## src/rtl/lz77_decoder_if.sv

```systemverilog
// Handshake and data bundle between an LZ77 triple source and the decoder.
// err exists only when LZ77_DEC_ERR_EN is defined.
interface lz77_decoder_if;
  logic       in_valid;
  logic       in_ready;
  logic [3:0] offset;
  logic [2:0] match_len;
  logic [7:0] char_nxt;
  logic       out_valid;
  logic [7:0] out_char;
  logic       finish;
`ifdef LZ77_DEC_ERR_EN
  logic       err;

  modport master (
    output in_valid, offset, match_len, char_nxt,
    input  in_ready, out_valid, out_char, finish, err
  );
  modport slave (
    input  in_valid, offset, match_len, char_nxt,
    output in_ready, out_valid, out_char, finish, err
  );
`else
  modport master (
    output in_valid, offset, match_len, char_nxt,
    input  in_ready, out_valid, out_char, finish
  );
  modport slave (
    input  in_valid, offset, match_len, char_nxt,
    output in_ready, out_valid, out_char, finish
  );
`endif
endinterface

```

## src/rtl/lz77_decoder.sv

```systemverilog
// LZ77 decoder: (offset, match_len, char_nxt) triples -> one char per cycle, 9-char history.
// Optional macro LZ77_DEC_ERR_EN adds a sticky err flag for references outside valid history.
module lz77_decoder (
  input  logic          clk,
  input  logic          reset,
  lz77_decoder_if.slave bus
);
  typedef enum logic [1:0] {IDLE, COPY, LIT, DONE} state_t;

  state_t     state;
  logic [2:0] rem;
  logic [3:0] off_q;
  logic [7:0] char_q;
  logic [7:0] hist [0:8];
  logic [3:0] rd_idx;
  logic       emit;
  logic       accept;
  logic [7:0] emit_char;

  assign bus.in_ready = (state == IDLE) || (state == LIT);
  assign rd_idx       = (off_q > 4'd8) ? 4'd8 : off_q;
  assign emit         = (state == COPY) || (state == LIT);
  assign emit_char    = (state == COPY) ? hist[rd_idx] : char_q;
  // A terminator literal wins over any triple offered at the same edge.
  assign accept       = bus.in_valid && bus.in_ready && !(state == LIT && char_q == 8'h24);

  always_ff @(posedge clk or negedge reset) begin
    if (!reset) begin
      state         <= IDLE;
      rem           <= 3'd0;
      off_q         <= 4'd0;
      char_q        <= 8'h00;
      bus.out_valid <= 1'b0;
      bus.out_char  <= 8'h00;
      bus.finish    <= 1'b0;
      for (int i = 0; i < 9; i++) hist[i] <= 8'h00;
    end else begin
      bus.out_valid <= 1'b0;
      if (emit) begin
        bus.out_valid <= 1'b1;
        bus.out_char  <= emit_char;
        hist[0]       <= emit_char;
        for (int i = 1; i < 9; i++) hist[i] <= hist[i-1];
      end
      case (state)
        COPY: begin
          rem <= rem - 3'd1;
          if (rem == 3'd1) state <= LIT;
        end
        LIT: begin
          if (char_q == 8'h24) begin
            bus.finish <= 1'b1;
            state      <= DONE;
          end else begin
            state <= IDLE;
          end
        end
        default: ;
      endcase
      // Later assignment overrides the LIT->IDLE default when a new triple streams in.
      if (accept) begin
        off_q  <= bus.offset;
        char_q <= bus.char_nxt;
        rem    <= bus.match_len;
        state  <= (bus.match_len != 3'd0) ? COPY : LIT;
      end
    end
  end

`ifdef LZ77_DEC_ERR_EN
  logic [3:0] hist_cnt;
  logic [3:0] cnt_eff;

  // A literal emitted on the accept edge is already history for the new copy.
  assign cnt_eff = hist_cnt + {3'b000, state == LIT};

  always_ff @(posedge clk or negedge reset) begin
    if (!reset) begin
      hist_cnt <= 4'd0;
      bus.err  <= 1'b0;
    end else begin
      if (emit && hist_cnt != 4'd9) hist_cnt <= hist_cnt + 4'd1;
      if (accept && bus.match_len != 3'd0 &&
          (bus.offset > 4'd8 || bus.offset >= cnt_eff))
        bus.err <= 1'b1;
    end
  end
`endif
endmodule

```

## src/flat_wrapper.sv

```systemverilog
// flat-port wrapper written by rule: the top's interface ports become plain ports
module lz77_decoder_flat 
  (clk, reset, bus_in_valid, bus_offset, bus_match_len, bus_char_nxt, bus_in_ready, bus_out_valid, bus_out_char, bus_finish);
  lz77_decoder_if bus_i ();
  input  logic clk;
  input  logic reset;
  input wire logic [$bits(bus_i.in_valid)-1:0] bus_in_valid;
  input wire logic [$bits(bus_i.offset)-1:0] bus_offset;
  input wire logic [$bits(bus_i.match_len)-1:0] bus_match_len;
  input wire logic [$bits(bus_i.char_nxt)-1:0] bus_char_nxt;
  output wire logic [$bits(bus_i.in_ready)-1:0] bus_in_ready;
  output wire logic [$bits(bus_i.out_valid)-1:0] bus_out_valid;
  output wire logic [$bits(bus_i.out_char)-1:0] bus_out_char;
  output wire logic [$bits(bus_i.finish)-1:0] bus_finish;
  assign bus_i.in_valid = bus_in_valid;
  assign bus_i.offset = bus_offset;
  assign bus_i.match_len = bus_match_len;
  assign bus_i.char_nxt = bus_char_nxt;
  assign bus_in_ready = bus_i.in_ready;
  assign bus_out_valid = bus_i.out_valid;
  assign bus_out_char = bus_i.out_char;
  assign bus_finish = bus_i.finish;
  lz77_decoder u_core (.clk(clk), .reset(reset), .bus(bus_i));
endmodule
```

## config.mk

```make
export PLATFORM = sky130hd
export DESIGN_NAME = lz77_decoder_flat
export DESIGN_NICKNAME = d
export VERILOG_FILES = /design/src/rtl/lz77_decoder_if.sv /design/src/rtl/lz77_decoder.sv /design/src/flat_wrapper.sv
export SDC_FILE = /design/constraint.sdc
export NUM_CORES = 1
export LEC_CHECK = 0
export CORE_UTILIZATION = 50
export CTS_BUF_LIST = sky130_fd_sc_hd__clkbuf_8
export DETAILED_ROUTE_END_ITERATION = 6
export GPL_TIMING_DRIVEN = 1
export HOLD_SLACK_MARGIN = 0.12
export PLACE_DENSITY = 0.69
export SKIP_LAST_GASP = 1
export SYNTH_ARGS = -nofsm -noshare
export SYNTH_HDL_FRONTEND = slang
export SYNTH_SLANG_ARGS = --single-unit
```

## constraint.sdc

```tcl
create_clock -name clk -period 5.73 [get_ports clk]
set_input_delay 0.573 -clock clk [delete_from_list [all_inputs] [get_ports clk]]
set_output_delay 0.573 -clock clk [all_outputs]
set_load 0.01 [all_outputs]
```

# Word level (Yosys, flattened, before mapping)
# Cells that the tools add are included.
# totals
reg_bits	91
latch_bits	0
mem_bits_rw	0
mem_bits_ro	0
word_cells	49
n_memories	0
# classes
add_sub_neg	1
n_mul	0
div	0
order_cmp	2
n_eq_ne	5
shift	0
mux	13
n_bitwise	1
n_reduce_logical	12
# ops
op	count
8-bit binary-select mux with 4-bit select	1
8-bit two-way mux	3
8-bit by 6-bit == test with 1-bit output, second input constant	1
2-bit two-way mux	4
3-bit two-way mux	2
3-bit nonzero test	2
5-bit >= comparator, second input constant	1
4-bit NOT with 5-bit output	1
4-bit greater-than comparator, second input constant	1
4-bit two-way mux	1
2-bit case mux with 2 select lines	1
2-bit AND reduction	2
3-bit by 1-bit == test with 1-bit output, second input constant	1
1-bit logical AND	3
3-bit by 2-bit inequality test with 1-bit output, second input constant	1
3-bit by 1-bit subtractor with 3-bit output, second input constant	1
2-bit by 1-bit == test with 1-bit output, second input constant	1
2-bit == test, second input constant	1
2-bit zero test	1
1-bit logical OR	2
2-bit nonzero test	1
1-bit zero test	1
1-bit two-way mux	1

# Depth between registers and ports, before layout
# Gate-level depths: netlist (run 1).
# logic_depth
word_depth	7
mapped_depth	7

# Worst setup path before layout (run 1)
# OpenSTA, ideal clock, no wires.
# synth_timing
kind	reg2reg
from	register u_core.char_q[1]
to	register u_core.char_q[0]
setup_time_ps	125
t_arrival_ps	1727
slack_ps	3878
stages_incl_launch_ff	5
n_path_buf	1
synth_period_minus_slack_ps	1852
cell_sequence	dfrtp_1 -> or4b_4 -> o311a_4 -> buf_6 -> mux2_4
# synth_between
elab_chain_len	4
# synth_lines
item	line_no	source
from (decl)	lz77_decoder.sv:13	logic [7:0] char_q;
from (signal assigned)	lz77_decoder.sv:63	char_q <= bus.char_nxt;
8-bit by 6-bit == test with 1-bit output	lz77_decoder.sv:25	assign accept = bus.in_valid && bus.in_ready && !(state == LIT && char_q == 8'h24);
1-bit logical AND	lz77_decoder.sv:25	
1-bit zero test	lz77_decoder.sv:25	
1-bit logical AND	lz77_decoder.sv:25	
# Every way passes these cells.
# A chain may end at the register's enable or synchronous reset.

# Worst setup path after layout (run 1)
# layout_timing
from	register u_core.state[1]
to	register u_core.bus.out_char[0]
# layout_between
elab_chain_len	2
# layout_lines
item	line_no	source
from (decl)	lz77_decoder.sv:10	state_t state;
from (signal assigned)	lz77_decoder.sv:65	state <= (bus.match_len != 3'd0) ? COPY : LIT;
2-bit by 1-bit == test with 1-bit output or 2-bit == test (tied branches)	lz77_decoder.sv:22	assign emit = (state == COPY) || (state == LIT);
1-bit logical OR (*)	lz77_decoder.sv:22	
net u_core.emit	lz77_decoder.sv:16	logic emit;
to (signal assigned)	lz77_decoder.sv:41	bus.out_char <= emit_char;
to (decl)	lz77_decoder_if.sv:30	output in_ready, out_valid, out_char, finish
# The timed path passes the listed nets; every way through them passes the cells marked *.

==> out/qor.yml, run 1 <==
floorplan:
  die_area_um2: 8930
  die_w_um: 94.5
  fp.dieH_um: 94.5
  core_um2: 8260
  start_util: 0.518
  rows: 33
  pin_count: 29
pwr:
  leakagePower_uw: 0.00200
  finalPower_uw: 3290
  p_switching_uw: 1140
  internal-power_uw: 2150
  pwr-share-comb: 0.480
  swShare: 0.346
  vdd_drop_max_mv: 0.410
  clockPowerShare: 0.134
  pwr-share-seq: 0.385
  cellPowerDensity_nw_per_um2: 693
layout:
  nets: 363
  nFillCells: 693
  finish.instance_area_um2: 4750
  drive_gt1_frac: 0.315
  area_growth_pct: 11.1
  diodes: 0
sta:
  finalSetupViolations: 0
  rsz0062_at_grt: "false"
  min_period_over_period: 0.460
  setup_ws_ns: 3.09
  max-slew-margin-rel: 0.139
  final_max_slew_viol_count: 0
  final.setup.tns_ns: 0
  final_hold_viol_count: 0
  worst_pin_slew_ns: 1.29
  clock-skew-final_ns: 0.0101
  fmax_mhz: 379
  layout_min_cycle_time_ns: 2.64
job:
  drv_cap: 0
clock_network:
  clkTransAtPathRegs_ns: 0.09
  cts_root_buf: "clkbuf_8"
  cts_tree: "yes"
  numCtsBuffers: 9
  post-cts-setup-buffers: 0
  clock_latency_ns: 0.35
  clockBufferDepth: 2
  hold_buffers: 0
  clkSinkCount: 91
  htree_num_levels: 3
  cts-resized-gates: 0
synth:
  synth_ff_type: "dfrtp_1"
  syn_area_per_cell_um2: 13.1
  synth_top_area_share: 0.532
  synth.distinct_cells: 36
  yosys_register_bits: 91
  synth_area_um2: 4280
  netlist_instances: 326
  ys_seq_area_frac: 0.532
  postSynth.asyncResetShare: 1.00
  ys_warn_count: 0
  synth_nets: 349
  yosysTopAreaCell: "dfrtp_1"
  synthTopCellsByArea: "dfrtp_1 53%, mux2_2 20%, mux2_4 3.9%"
  yosysMostFrequentCell: "dfrtp_1"
  synthTopCellsByCount: "91 x dfrtp_1, 75 x mux2_2, 16 x mux2i_1"
  synth_edf_count: 0
placed_design:
  gp_congestion: 0.709
  dpl_worst_slack_ns: 3.05
  dp_hpwl_um: 4940
  numPortBuffers: 28
  placed_area_um2: 4560
route:
  drc_errors: 0
  wl_per_cell_um: 17.0
  drt.antenna.violating_nets: 0
  viasPerCell: 5.59
  drtPass1Iterations: 4
  drtIter0Drc: 141
  vias: 2503
  routed_wl_um: 7610
worst_setup_path:
  cp-end-kind: "flip-flop"
  cp_max_fo: 66
  required_ns: 6.00
  critPathLaunchType: "flip-flop"
  path_class: "flip-flop to flip-flop"
  r2r_cells: 6
  worstPathArrival_ns: 2.90
global_route:
  grt_max_degree: 67
  first_global_vias: 2576
  grt_pass1_wl_um: 13000
  grt_overflow: 0
  grt_antenna_before_repair: 0
  track_usage: 0.197
run_status:
  status: "finished, final reports clean"
hold_path:
  hold_class: "primary input to async pin"
## layer usage
layer	part of all wire	track usage	vias to the layer above
li1	-	-	1176
met1	0.48	0.275	1276
met2	0.47	0.303	41
met3	0.039	0.0330	10
met4	0.017	0.0896	0
met5	0	0	-
## power by group through the flow
stage | combinational, uW | clock, uW | sequential [uW]
CTS | 1600 | 455 | 1270
finish | 1580 | 442 | 1270
floorplan | 1370 | 0 | 1170
detailed placement | 1590 | 0 | 1280
global route | 1740 | 480 | 1320
global placement | 1550 | 0 | 1260
## path summary, 6_finish.rpt
check	slack [ns]	from	end
max	3.09	u_core.state[1]	u_core.bus.out_char[0]
min	0.17	reset	u_core.hist[8]
max reg2reg	3.09	u_core.state[1]	u_core.bus.out_char[0]
min reg2reg	0.48	u_core.bus.finish	u_core.bus.finish
max in group asynchronous	4.49	reset	u_core.hist[36]
min in group clk	0.48	u_core.bus.finish	u_core.bus.finish
## cells in the final DEF (no fill, tap or decap), types with 2 or more instances in the layout
cell	n
a21oi_1	8
a221o_1	8
a31oi_1	8
buf_4	4
bufinv_16	2
clkbuf_8	9
clkdlybuf4s50_1	27
dfrtp_1	91
ha_1	4
inv_1	7
mux2_2	75
mux2_4	11
mux2i_1	16
nand2_1	13
nand2b_1	8
nand4_1	8
nor2_1	10
nor2b_1	10
nor3_1	2
o21ai_0	3
or2_2	3
## per-stage QoR
| stage | hold WS, ns | util | cells |
|---|---|---|---|
| 2_1_floorplan | 0.277 | - | 326 |
| 3_3_place_gp | 0.455 | 0.552 | 434 |
| 3_5_place_dp | 0.461 | 0.552 | 434 |
| 4_1_cts | 0.186 | 0.576 | 448 |
| 5_1_grt | 0.190 | 0.576 | 448 |
| 6_report | 0.169 | 0.576 | 448 |
## registers in the layout, indices dropped and copies added (netlist names)
signal	flops
u_core.bus.finish	1
u_core.bus.out_char	8
u_core.bus.out_valid	1
u_core.char_q	8
u_core.hist	64
u_core.off_q	4
u_core.rem	3
u_core.state	2
## critical path, stage by stage (launching register included)
cell and delay (ns):
dfrtp_1 0.37, inv_1 0.07, ha_2 0.32, buf_4 0.63, a21boi_1 0.88, nor2_1 0.08
a31oi_1 0.18
## area by class of cell
class / count / area, um2 / share of cell area
Tap cell: 105 / 131 / 0.0276
Clock buffer: 9 / 124 / 0.0261
Multi-Input combinational cell: 202 / 1830 / 0.385
Inverter: 5 / 18.8 / 0.00395
Sequential cell: 91 / 2280 / 0.479
Timing Repair Buffer: 31 / 300 / 0.0632
Clock inverter: 5 / 72.6 / 0.0153
## kinds of logic after synthesis
kind of cell,count (synthesis),share of synthesized area
flip-flops,91,0.532
adder cells (fa/ha/maj),5,0.0146
buffers and inverters,33,0.0407
multiplexers,102,0.273
AO/OA/AOI/OAI,32,0.0553
AND/OR/NAND/NOR,61,0.0796
XOR/XNOR,2,0.00410
Power figures use the tool's default switching activity.
==> inputs of run 2 (changes only) <==
- clock period: 5.73 -> 2.55 ns (I/O delays scaled with it)
==> run 2 against run 1 <==
Net effect:
- core utilization is 1.3 points higher
- first-iteration DRC count down 9.9%
- sequential cell count is the same
- sequential power increased by 130%
- clock skew is 0.0017 ns higher
- largest cell class unchanged
- largest power group unchanged
==> out/qor.yml, run 2 (synthesis gave the netlist of run 1 again) <==
sta:
  rsz0062_at_grt: "false"
  whs_ns: 0.418
  layout_min_cycle_time_ns: 2.07
  final_hold_viol_count: 0
  fmax_mhz: 483
  worst_pin_slew_ns: 0.955
  min_period_over_period: 0.811
  max-slew-margin-rel: 0.364
  final.setup.tns_ns: 0
  final_max_slew_viol_count: 0
  clock-skew-final_ns: 0.0118
  finalSetupViolations: 0
layout:
  drive_gt1_frac: 0.335
  area_growth_pct: 13.7
  register_area_um2: 2280
  layout_common_cells: "91 x dfrtp_1, 75 x mux2_2, 27 x clkdlybuf4s50_1"
  multi_input_area_um2: 1830
  final_cells: 457
  nFillCells: 713
  diodes: 0
  nets: 370
  top_register: "u_core.hist"
  top_regs: "u_core.hist x64, u_core.bus.out_char x8, u_core.char_q x8"
  final_common_cell: "dfrtp_1"
  largest_reg_flops: 64
clock_network:
  cts-resized-gates: 0
  post-cts-setup-buffers: 0
  htree_num_levels: 3
  cts_tree: "yes"
  cts_root_buf: "clkbuf_8"
  clkTransAtPathRegs_ns: 0.09
  clkSinkCount: 91
  clockBufferDepth: 2
  clock_latency_ns: 0.35
  numCtsBuffers: 9
job:
  drv_cap: 0
route:
  routed_wl_um: 7960
  drtPass1Iterations: 4
  vias: 2548
  drtIter0Drc: 127
  wl_per_cell_um: 17.4
  drc_errors: 0
  drt.antenna.violating_nets: 0
  viasPerCell: 5.58
worst_setup_path:
  required_ns: 2.30
  r2r_start: "u_core.off_q[0]"
  worstPathArrival_ns: 1.81
  cp_max_fo: 3
  path_class: "flip-flop to output pin"
  cp-end-kind: "output pin"
  timing.rr.end: "u_core.bus.out_char[6]"
  reg2reg_setup_slack_ns: 0.50
  critPathLaunchType: "flip-flop"
  r2r_cells: 4
global_route:
  track_usage: 0.197
  grt_pass1_wl_um: 13300
  grt_max_degree: 61
  first_global_vias: 2592
  grt_antenna_before_repair: 0
  grt_overflow: 0
placed_design:
  dp_hpwl_um: 5270
  dp_cells: 440
  gp_congestion: 0.726
  numPortBuffers: 28
floorplan:
  start_util: 0.518
  rows: 33
  pin_count: 29
  fp.dieH_um: 94.5
  core_um2: 8260
  die_w_um: 94.5
  die_area_um2: 8930
pwr:
  leakagePower_uw: 0.00205
  vdd_drop_max_mv: 0.689
  cellPowerDensity_nw_per_um2: 1580
run_status:
  status: "finished, final reports clean"
hold_path:
  hold_class: "primary input to async pin"
[run 2: stage by stage]
step            util  setup WS [ns]  area (um2)  total power [uW]
2_1_floorplan      -          0.698        4280              5720
3_3_place_gp   0.560          0.579        4630              6490
3_5_place_dp   0.560          0.505        4630              6640
4_1_cts        0.589          0.469        4860              7730
5_1_grt        0.589          0.400        4860              8190
6_report       0.589          0.481        4860              7680
[run 2: per-layer routing]
layer / global-route usage / up-vias / routed length [um]
li1: - / 1204 / -
met1: 0.288 / 1295 / 4020
met2: 0.300 / 43 / 3640
met3: 0.0274 / 6 / 225
met4: 0.0758 / 0 / 80
met5: 0 / - / 0
[run 2: worst max path at each step]
| stage | slack (ns) | to | depth (start not counted) | start |
|---|---|---|---|---|
| 6_report | 0.48 | bus_in_ready | 4 | u_core.state[0] |
| 5_1_grt | 0.40 | u_core.bus.out_char[5] | 5 | u_core.off_q[0] |
| 2_1_floorplan | 0.70 | u_core.char_q[0] | 4 | u_core.char_q[1] |
| 3_5_place_dp | 0.50 | u_core.bus.out_char[6] | 4 | u_core.off_q[0] |
| 3_3_place_gp | 0.58 | u_core.bus.out_char[6] | 4 | u_core.off_q[0] |
| 4_1_cts | 0.47 | bus_in_ready | 4 | u_core.state[0] |
[run 2: critical path: stages (launching register included)]
cell,delay (ns)
dfrtp_1,0.38
inv_1,0.07
ha_1,0.21
or2_2,0.32
clkdlybuf4s50_1,0.49
[run 2: layout make-up]
type,count,area share
tap,105,0.0270
clock buffer,10,0.0283
inverter,5,0.00386
timing repair buffer,38,0.0782
clock inverter,6,0.0180
sequential,91,0.468
multi-input combinational,202,0.376
[run 2: what timing repair did]
action                     in CTS  in global routing
hold endpoints to repair       38                  0
hold buffers                    1                  0
setup endpoints to repair       0                  0
[run 2: power breakdown]
| group | total [uW] | internal, uW | switching [uW] |
|---|---|---|---|
| clock | 1090 | 581 | 504 |
| sequential | 2910 | 2250 | 662 |
| combinational | 3680 | 2160 | 1520 |
